===== config.mk =====
export PLATFORM = sky130hd
export DESIGN_NAME = array_fn_scheduler
export DESIGN_NICKNAME = d
export VERILOG_FILES = /design/src/rtl/array_fn_scheduler.sv
export SDC_FILE = /design/constraint.sdc
export NUM_CORES = 1
export LEC_CHECK = 0
export CAP_MARGIN = 5
export CORE_AREA = 2 2 205 207
export CTS_BUF_LIST = sky130_fd_sc_hd__clkbuf_16
export CTS_CLUSTER_DIAMETER = 80
export DETAILED_ROUTE_END_ITERATION = 16
export DIE_AREA = 0 0 207 209
export PLACE_DENSITY = 0.54
export REMOVE_ABC_BUFFERS = 1
export SYNTH_ARGS = -nofsm -noshare
export SYNTH_HDL_FRONTEND = slang
export SYNTH_SLANG_ARGS = --single-unit

===== constraint.sdc =====
create_clock -name clock -period 2.14 [get_ports clock]
set_input_delay 0.428 -clock clock [delete_from_list [all_inputs] [get_ports clock]]
set_output_delay 0.428 -clock clock [all_outputs]
set_load 0.03 [all_outputs]

===== src/rtl/array_fn_scheduler.sv =====
// rtl/array_fn_scheduler.sv - round-robin scheduler sharing one array function unit among requesters
// Optional macro ARRAY_FN_SCHED_TIMEOUT_EN enables a WAIT-state timeout abort.
module array_fn_scheduler #(
  parameter int NUM     = 8,
  parameter int DSIZE   = 8,
  parameter int REQ_NUM = 4,
  parameter int TIMEOUT = 64
) (
  input  logic                           clock,
  input  logic                           rst_n,
  input  logic [REQ_NUM-1:0]             req_valid,
  output logic [REQ_NUM-1:0]             req_ready,
  input  logic [REQ_NUM*DSIZE-1:0]       req_ain,
  input  logic [REQ_NUM*NUM*DSIZE-1:0]   req_array,
  output logic [REQ_NUM-1:0]             rsp_valid,
  input  logic [REQ_NUM-1:0]             rsp_ready,
  output logic [DSIZE-1:0]               rsp_bout,
  output logic [NUM*DSIZE-1:0]           rsp_array,
  output logic                           rsp_err,
  output logic                           fn_start,
  output logic [DSIZE-1:0]               fn_ain,
  output logic [NUM*DSIZE-1:0]           fn_in_array,
  input  logic                           fn_done,
  input  logic [DSIZE-1:0]               fn_bout,
  input  logic [NUM*DSIZE-1:0]           fn_out_array
);

  localparam int PTR_W = $clog2(REQ_NUM);

  localparam logic [1:0] IDLE  = 2'd0;
  localparam logic [1:0] ISSUE = 2'd1;
  localparam logic [1:0] WAIT  = 2'd2;
  localparam logic [1:0] RESP  = 2'd3;

  logic [1:0]           state_q, state_d;
  logic [PTR_W-1:0]     rr_ptr_q, rr_ptr_d;
  logic [PTR_W-1:0]     owner_q, owner_d;
  logic [DSIZE-1:0]     fn_ain_q, fn_ain_d;
  logic [NUM*DSIZE-1:0] fn_in_array_q, fn_in_array_d;
  logic [DSIZE-1:0]     rsp_bout_q, rsp_bout_d;
  logic [NUM*DSIZE-1:0] rsp_array_q, rsp_array_d;
  logic                 rsp_err_q, rsp_err_d;
  logic [PTR_W-1:0]     grant;
  logic                 timeout_hit;

  // First pending requester at or after rr_ptr, wrapping at REQ_NUM (not 2**PTR_W).
  always_comb begin
    int   idx;
    logic found;
    grant = rr_ptr_q;
    found = 1'b0;
    idx   = 0;
    for (int k = 0; k < REQ_NUM; k++) begin
      idx = int'(rr_ptr_q) + k;
      if (idx >= REQ_NUM) idx = idx - REQ_NUM;
      if (!found && req_valid[idx]) begin
        found = 1'b1;
        grant = idx[PTR_W-1:0];
      end
    end
  end

`ifdef ARRAY_FN_SCHED_TIMEOUT_EN
  localparam int CNT_W = $clog2(TIMEOUT + 1);
  logic [CNT_W-1:0] wait_cnt_q;

  always_ff @(posedge clock or negedge rst_n) begin
    if (!rst_n)                wait_cnt_q <= '0;
    else if (state_q != WAIT)  wait_cnt_q <= '0;
    else                       wait_cnt_q <= wait_cnt_q + 1'b1;
  end

  assign timeout_hit = (state_q == WAIT) && (wait_cnt_q == CNT_W'(TIMEOUT - 1));
`else
  wire unused_timeout = (TIMEOUT > 0);
  assign timeout_hit = 1'b0;
`endif

  always_comb begin
    state_d       = state_q;
    rr_ptr_d      = rr_ptr_q;
    owner_d       = owner_q;
    fn_ain_d      = fn_ain_q;
    fn_in_array_d = fn_in_array_q;
    rsp_bout_d    = rsp_bout_q;
    rsp_array_d   = rsp_array_q;
    rsp_err_d     = rsp_err_q;
    case (state_q)
      IDLE: if (|req_valid) begin
        fn_ain_d      = req_ain[grant*DSIZE +: DSIZE];
        fn_in_array_d = req_array[grant*(NUM*DSIZE) +: NUM*DSIZE];
        owner_d       = grant;
        state_d       = ISSUE;
      end
      ISSUE: state_d = WAIT;
      WAIT: begin
        // A done strobe in the timeout cycle still counts as normal completion.
        if (fn_done) begin
          rsp_bout_d  = fn_bout;
          rsp_array_d = fn_out_array;
          rsp_err_d   = 1'b0;
          state_d     = RESP;
        end else if (timeout_hit) begin
          rsp_bout_d  = '0;
          rsp_array_d = '0;
          rsp_err_d   = 1'b1;
          state_d     = RESP;
        end
      end
      default: if (rsp_ready[owner_q]) begin
        rr_ptr_d = (owner_q == PTR_W'(REQ_NUM - 1)) ? '0 : owner_q + 1'b1;
        state_d  = IDLE;
      end
    endcase
  end

  always_ff @(posedge clock or negedge rst_n) begin
    if (!rst_n) begin
      state_q       <= IDLE;
      rr_ptr_q      <= '0;
      owner_q       <= '0;
      fn_ain_q      <= '0;
      fn_in_array_q <= '0;
      rsp_bout_q    <= '0;
      rsp_array_q   <= '0;
      rsp_err_q     <= 1'b0;
    end else begin
      state_q       <= state_d;
      rr_ptr_q      <= rr_ptr_d;
      owner_q       <= owner_d;
      fn_ain_q      <= fn_ain_d;
      fn_in_array_q <= fn_in_array_d;
      rsp_bout_q    <= rsp_bout_d;
      rsp_array_q   <= rsp_array_d;
      rsp_err_q     <= rsp_err_d;
    end
  end

  assign req_ready   = (rst_n && state_q == IDLE && |req_valid) ? (REQ_NUM'(1) << grant) : '0;
  assign rsp_valid   = (state_q == RESP) ? (REQ_NUM'(1) << owner_q) : '0;
  assign fn_start    = (state_q == ISSUE);
  assign fn_ain      = fn_ain_q;
  assign fn_in_array = fn_in_array_q;
  assign rsp_bout    = rsp_bout_q;
  assign rsp_array   = rsp_array_q;
  assign rsp_err     = rsp_err_q;

endmodule


==> results.cfg, run 1 <==
[power_and_ir_drop]
p_comb_share_pct = 63.2
p_seq_share_pct = 22.4
p_per_area_nw_per_um2 = 1430
p_leak_nw = 6.24
p_switching_mw = 10.3
p_int_mw = 12.7
total_power_mw = 23.0
clockPowerShare_pct = 14.4
swShare_pct = 44.8
peakVddDrop_uv = 518

[logic_synthesis]
ys_seq_area_share_pct = 44.1
synth-seq-cells = 150
synth_ff_type = dfrtp_1
synth_edf_count = 0
synth_cells = 824
syn_area_per_cell_um2 = 10.3
synthArstFlopShare_pct = 100
synth.distinct_cells = 52
synth_warnings = 0
yosys.area.top_type_share_pct = 44.1
synth_top_area_cell = dfrtp_1
synthTopCellsByArea = dfrtp_1 44%, mux2_2 9.7%, a221oi_1 6.1%, and4_1 6.1%, o31a_1 6.1%
netlist_area_um2 = 8510

[min_path]
min_path_type = in -> async

[floorplanning]
die_w_um = 207
fp.dieH_um = 209
initial_core_util_pct = 20.6
core_area_um2 = 41300
rows = 75
dieArea_um2 = 43300
num_io_pins = 525

[critical_path]
critPathLaunchType = register
crit_path_end_kind = output pin
worstPathRequired_ns = 1.71
crit_fanout = 5
critPathKind = reg -> out
worstPathArrival_ns = 1.83

[sta]
drv_slew = 0
fmax_mhz = 443
fin_crit_ns = 2.26
setup_viol = 4
final.setup.worst_slack_ns = -0.115
finClkSkew_ns = 0.00932
rsz0062_at_grt = true
finalHoldViolations = 0
slew_headroom_pct = 44.5
timing.final.crit_share_pct = 105
worstMarginPinSlew_ns = 0.832

[routing]
viasPerCell = 4.86
num_vias = 9336
ant_nets = 0
drc_errors = 0
drt-initial-drc-count = 426
firstDrtPassIters = 5
postRouteWirelength_um = 42300
wire_per_inst_um = 22.0

[clocking]
clock-sinks = 150
cts_tree = built
clockRootBuffer = clkbuf_16
clk_pin_slew_ns = 0.07
cts_max_level = 4
cts_max_path_buffers = 2
cts_buffers = 17
clk_latency_ns = 0.44
hold_buffers = 0

[global_route]
grt_pass1_wl_um = 61600
gr-total-overflow = 0
grt_pass1_vias = 9793
grt_start_max_net_pins = 91
antenna_found_initial = 1
grt_usage_pct = 18.7

[placement]
portBuffers = 523
place_hpwl_um = 31100
place_congestion = 0.852

[layout]
utilization_pct = 39.0
final_common_cell = clkdlybuf4s50_1
drive_above_1_share_pct = 20.3
final_cell_mix = 509 x clkdlybuf4s50_1, 148 x dfrtp_1, 74 x a21oi_1, 73 x mux2_2, 68 x buf_4
fillers = 4112
syn_to_final_growth_pct = 89.2
nets = 1749

[flow_run]
max_cap_viol_count = 0

[status]
status = finished, violations left
violations = setup timing
cells by family after synthesis:
logic type,Yosys count,synth area share (%)
muxes,75,10.0
DFF,150,44.1
AOI/OAI and AO/OA,318,26.8
adders and majority gates,9,1.32
buffers and inverters,105,5.84
other,1,0.0441
and+or+nand+nor,166,11.9
worst max-delay path, stage by stage, from the launching register on:
cell and delay [ns]:
dfrtp_2 0.45, buf_6 0.14, o21bai_4 0.10, a21oi_2 0.08, o22ai_4 0.25, and3_4 0.23
buf_6 0.13
metrics by stage:
stage	hold slack, ns	cells	worst slack [ns]	area [um2]	setup TNS, ns
2_1_floorplan	0.132	726	-4.00	8040	-295.02
3_3_place_gp	0.486	1873	-0.477	15000	-26.19
3_5_place_dp	0.492	1873	-0.486	15000	-26.67
4_1_cts	0.133	1920	-0.180	15800	-0.477
5_1_grt	0.0740	1921	-0.204	16100	-0.666
6_report	0.0242	1922	-0.115	16100	-0.344
layout make-up:
type / count / area [um2] / area share, %
Clock inverter: 15 / 194 / 1.20
Timing Repair Buffer: 624 / 6350 / 39.4
Multi-Input combinational cell: 569 / 4670 / 29.0
Clock buffer: 17 / 425 / 2.64
Tap cell: 539 / 674 / 4.19
Inverter: 7 / 26.3 / 0.163
Antenna cell: 1 / 2.50 / 0.0155
Sequential cell: 150 / 3760 / 23.3
routing by layer:
metal / vias to the layer above / track usage (%) / routed length, um
met5: - / 0 / 0
met4: 0 / 5.69 / 832
met3: 37 / 4.87 / 2890
met2: 427 / 32.6 / 21000
met1: 4562 / 22.4 / 17600
li1: 4310 / - / -
power by group through the flow:
stage	Combinational, mW	Sequential [mW]	Clock [mW]
after floorplan	4.30	7.86	0
after global placement	13.8	5.17	0
after detailed placement	13.9	5.22	0
after CTS	14.3	5.17	3.42
after global routing	15.4	5.34	3.52
final	14.5	5.16	3.30
path summary, 6_finish.rpt:
| path | from | end | slack, ns | depth (start not counted) |
|---|---|---|---|---|
| max reg2reg | rr_ptr_q[0] | fn_in_array[18] | 0.11 | 8 |
| min reg2reg | rsp_bout[2] | rsp_bout[2] | 0.50 | 1 |
| min in group clock | rsp_bout[2] | rsp_bout[2] | 0.50 | 1 |
| max in group asynchronous | rst_n | rr_ptr_q[1] | 1.27 | 2 |
| max | rr_ptr_q[1] | req_ready[0] | -0.12 | 6 |
| min | rst_n | fn_in_array[56] | 0.02 | 2 |
cells in the mapped netlist, types with 2 or more instances:
cell and number:
dfrtp_1 150, o31a_1 59, nand4_1 14, o21ai_1 59, o21ai_0 5, a21oi_1 77
clkbuf_1 45, nor2b_1 2, and3_1 4, o21bai_1 2, inv_1 6, buf_2 43
buf_6 3, and4_1 59, o22a_1 13, nand2b_1 5, a221oi_1 59, buf_4 7
nor2_1 63, a221o_1 13, and2_1 4, ha_1 9, mux2_2 73, o31ai_1 14
nand2_1 9
flip-flops by register name, indices dropped and copies added, names as in the netlist:
register	count
fn_in_array	64
rsp_array	64
fn_ain	8
rsp_bout	8
owner_q	2
rr_ptr_q	2
state_q	2
repair_timing:
action	CTS	global route
buffers inserted	15	1
resized for setup	54	42
endpoints found under the setup margin	10	62
pin swaps	12	4
gates cloned	0	1
Power figures use the tool's default switching activity.
==> inputs of run 2 (changes only) <==
--- a/config.mk
+++ b/config.mk
@@ -12,6 +12,7 @@
 export DETAILED_ROUTE_END_ITERATION = 16
 export DIE_AREA = 0 0 207 209
 export PLACE_DENSITY = 0.54
+export RECOVER_POWER = 25
 export REMOVE_ABC_BUFFERS = 1
 export SYNTH_ARGS = -nofsm -noshare
 export SYNTH_HDL_FRONTEND = slang
==> run 2 against run 1 <==
The flow finishes with violations (capacitance limit, slew limit, setup timing). Power is essentially flat. Routed wire length barely moved. Register-to-register slack about the same. Sequential share of layout area hardly changed. Global-route usage is the same. Die area stayed put. Clock-buffer cell count unchanged. Largest power group unchanged. Highest routed layer unchanged.
==> results.cfg, run 2 (synthesis gave the netlist of run 1 again) <==
[power_and_ir_drop]
p_switching_mw = 10.3
p_leak_nw = 6.24
clockPowerShare_pct = 14.4
swShare_pct = 44.8
p_seq_share_pct = 22.4
p_int_mw = 12.7
p_comb_share_pct = 63.2
peakVddDrop_uv = 518
p_per_area_nw_per_um2 = 1430

[sta]
rsz0062_at_grt = true
finalHoldViolations = 0
timing.final.crit_share_pct = 106
final.setup.worst_slack_ns = -0.118
fmax_mhz = 443
drv_slew = 61
finClkSkew_ns = 0.0102
fin_crit_ns = 2.26
setup_viol = 4
worstMarginPinSlew_ns = 1.64
slew_headroom_pct = -9.18

[placement]
place_hpwl_um = 31100
placed_cell_area_um2 = 15000
place_congestion = 0.852
dp_slack_ns = -0.486
portBuffers = 523

[critical_path]
slowest_stage = dfrtp_2
worst-path-buf-inv = 2
crit_path_end_kind = output pin
critPathLaunch = rr_ptr_q[1]
critPathKind = reg -> out
slowest_delay_ns = 0.45
critPathLaunchType = register
crit_fanout = 5
r2r_slack_ns = 0.10
rr_worst_depth = 8
worstReg2RegStart = rr_ptr_q[0]
worstPathArrival_ns = 1.83
path_cells = buf_6 -> o21bai_4 -> a21oi_2 -> o22ai_4 -> and3_4 -> buf_6
worstPathRequired_ns = 1.71
crit_top_cell = buf_6
rr_endpoint = fn_in_array[18]
crit_family = flip-flops

[routing]
viasPerCell = 4.85
firstDrtPassIters = 5
num_vias = 9319
wire_per_inst_um = 22.0
drc_errors = 0
ant_nets = 0
drt-initial-drc-count = 420
postRouteWirelength_um = 42300

[layout]
final_cell_mix = 509 x clkdlybuf4s50_1, 148 x dfrtp_1, 74 x a21oi_1, 73 x mux2_2, 67 x buf_4
final_common_cell = clkdlybuf4s50_1
finalInstanceArea_um2 = 16100
drive_above_1_share_pct = 20.3
syn_to_final_growth_pct = 89.1
nets = 1749

[floorplanning]
fp.dieH_um = 209
num_io_pins = 525
die_w_um = 207
rows = 75
dieArea_um2 = 43300
initial_core_util_pct = 20.6
core_area_um2 = 41300

[clocking]
clock-sinks = 150
clockRootBuffer = clkbuf_16
hold_buffers = 0
clk_pin_slew_ns = 0.07
cts_tree = built
cts_buffers = 17
cts_max_level = 4
cts_max_path_buffers = 2
clk_latency_ns = 0.44

[global_route]
antenna_found_initial = 1
grt_pass1_vias = 9793
grt_usage_pct = 18.7
grt_pass1_wl_um = 61600
grt_start_max_net_pins = 91
gr-total-overflow = 0

[flow_run]
max_cap_viol_count = 1

[min_path]
min_path_type = in -> async

[status]
status = finished, violations left
violations = capacitance limit, slew limit, setup timing
[run 2: cell types whose count changed in the layout (fill, tap and decap cells not counted)]
cell and delta:
clkbuf_2 +1, buf_12 -1, clkbuf_4 +1, buf_4 -1
[run 2: worst reg2reg max path, stage by stage, from the launching register on]
cell and delay, ns:
dfrtp_2 0.47, inv_2 0.10, buf_4 0.16, a21oi_2 0.06, a21o_4 0.21, buf_4 0.22, buf_8 0.22, a221oi_1 0.37
a21oi_1 0.11
[run 2: worst max path at each step]
| stage | end | slack [ns] | cells past startpoint |
|---|---|---|---|
| floorplan | req_ready[0] | -4.00 | 4 |
| global placement | req_ready[2] | -0.48 | 8 |
| detailed placement | fn_in_array[35] | -0.49 | 7 |
| CTS | req_ready[0] | -0.18 | 6 |
| global route | req_ready[0] | -0.20 | 6 |
| finish | req_ready[0] | -0.12 | 6 |
[run 2: final cells by class]
cell class                 instances  area, um2
inverter                           7       26.3
multi-input combinational        569       4670
sequential                       150       3760
fill                            4113      25200
clock buffer                      17        425
tap                              539        674
antenna                            1       2.50
clock inverter                    15        194
timing repair buffer             624       6330
[run 2: metal layers]
| layer | GRT usage (%) | share of wire (%) | vias up |
|---|---|---|---|
| met5 | 0 | 0 | - |
| met4 | 5.69 | 2.0 | 0 |
| met3 | 4.87 | 6.7 | 37 |
| met2 | 32.6 | 50 | 421 |
| met1 | 22.4 | 42 | 4550 |
| li1 | - | - | 4311 |
[run 2: timing repair]
item	in CTS	in global routing
cloned	0	1
pin swaps	12	4
endpoints found under the setup margin	10	62
setup buffers	15	1
gates resized for setup	54	42
[run 2: power by group through the flow]
stage,clock network [mW],logic [mW],registers [mW]
2_1_floorplan,0,4.30,7.86
3_3_place_gp,0,13.8,5.17
3_5_place_dp,0,13.9,5.22
4_1_cts,3.42,14.3,5.17
5_1_grt,3.52,15.4,5.34
6_report,3.31,14.5,5.16
[run 2: metrics by stage]
step,setup TNS [ns],util (%),hold WS (ns),cells,power [mW]
after floorplan,-295.02,-,0.132,726,12.2
after global placement,-26.19,36.2,0.486,1873,19.0
after detailed placement,-26.67,36.2,0.492,1873,19.1
after CTS,-0.477,38.3,0.133,1920,22.9
after global routing,-0.666,39.0,0.512,1921,24.3
final,-0.348,39.0,0.402,1922,23.0
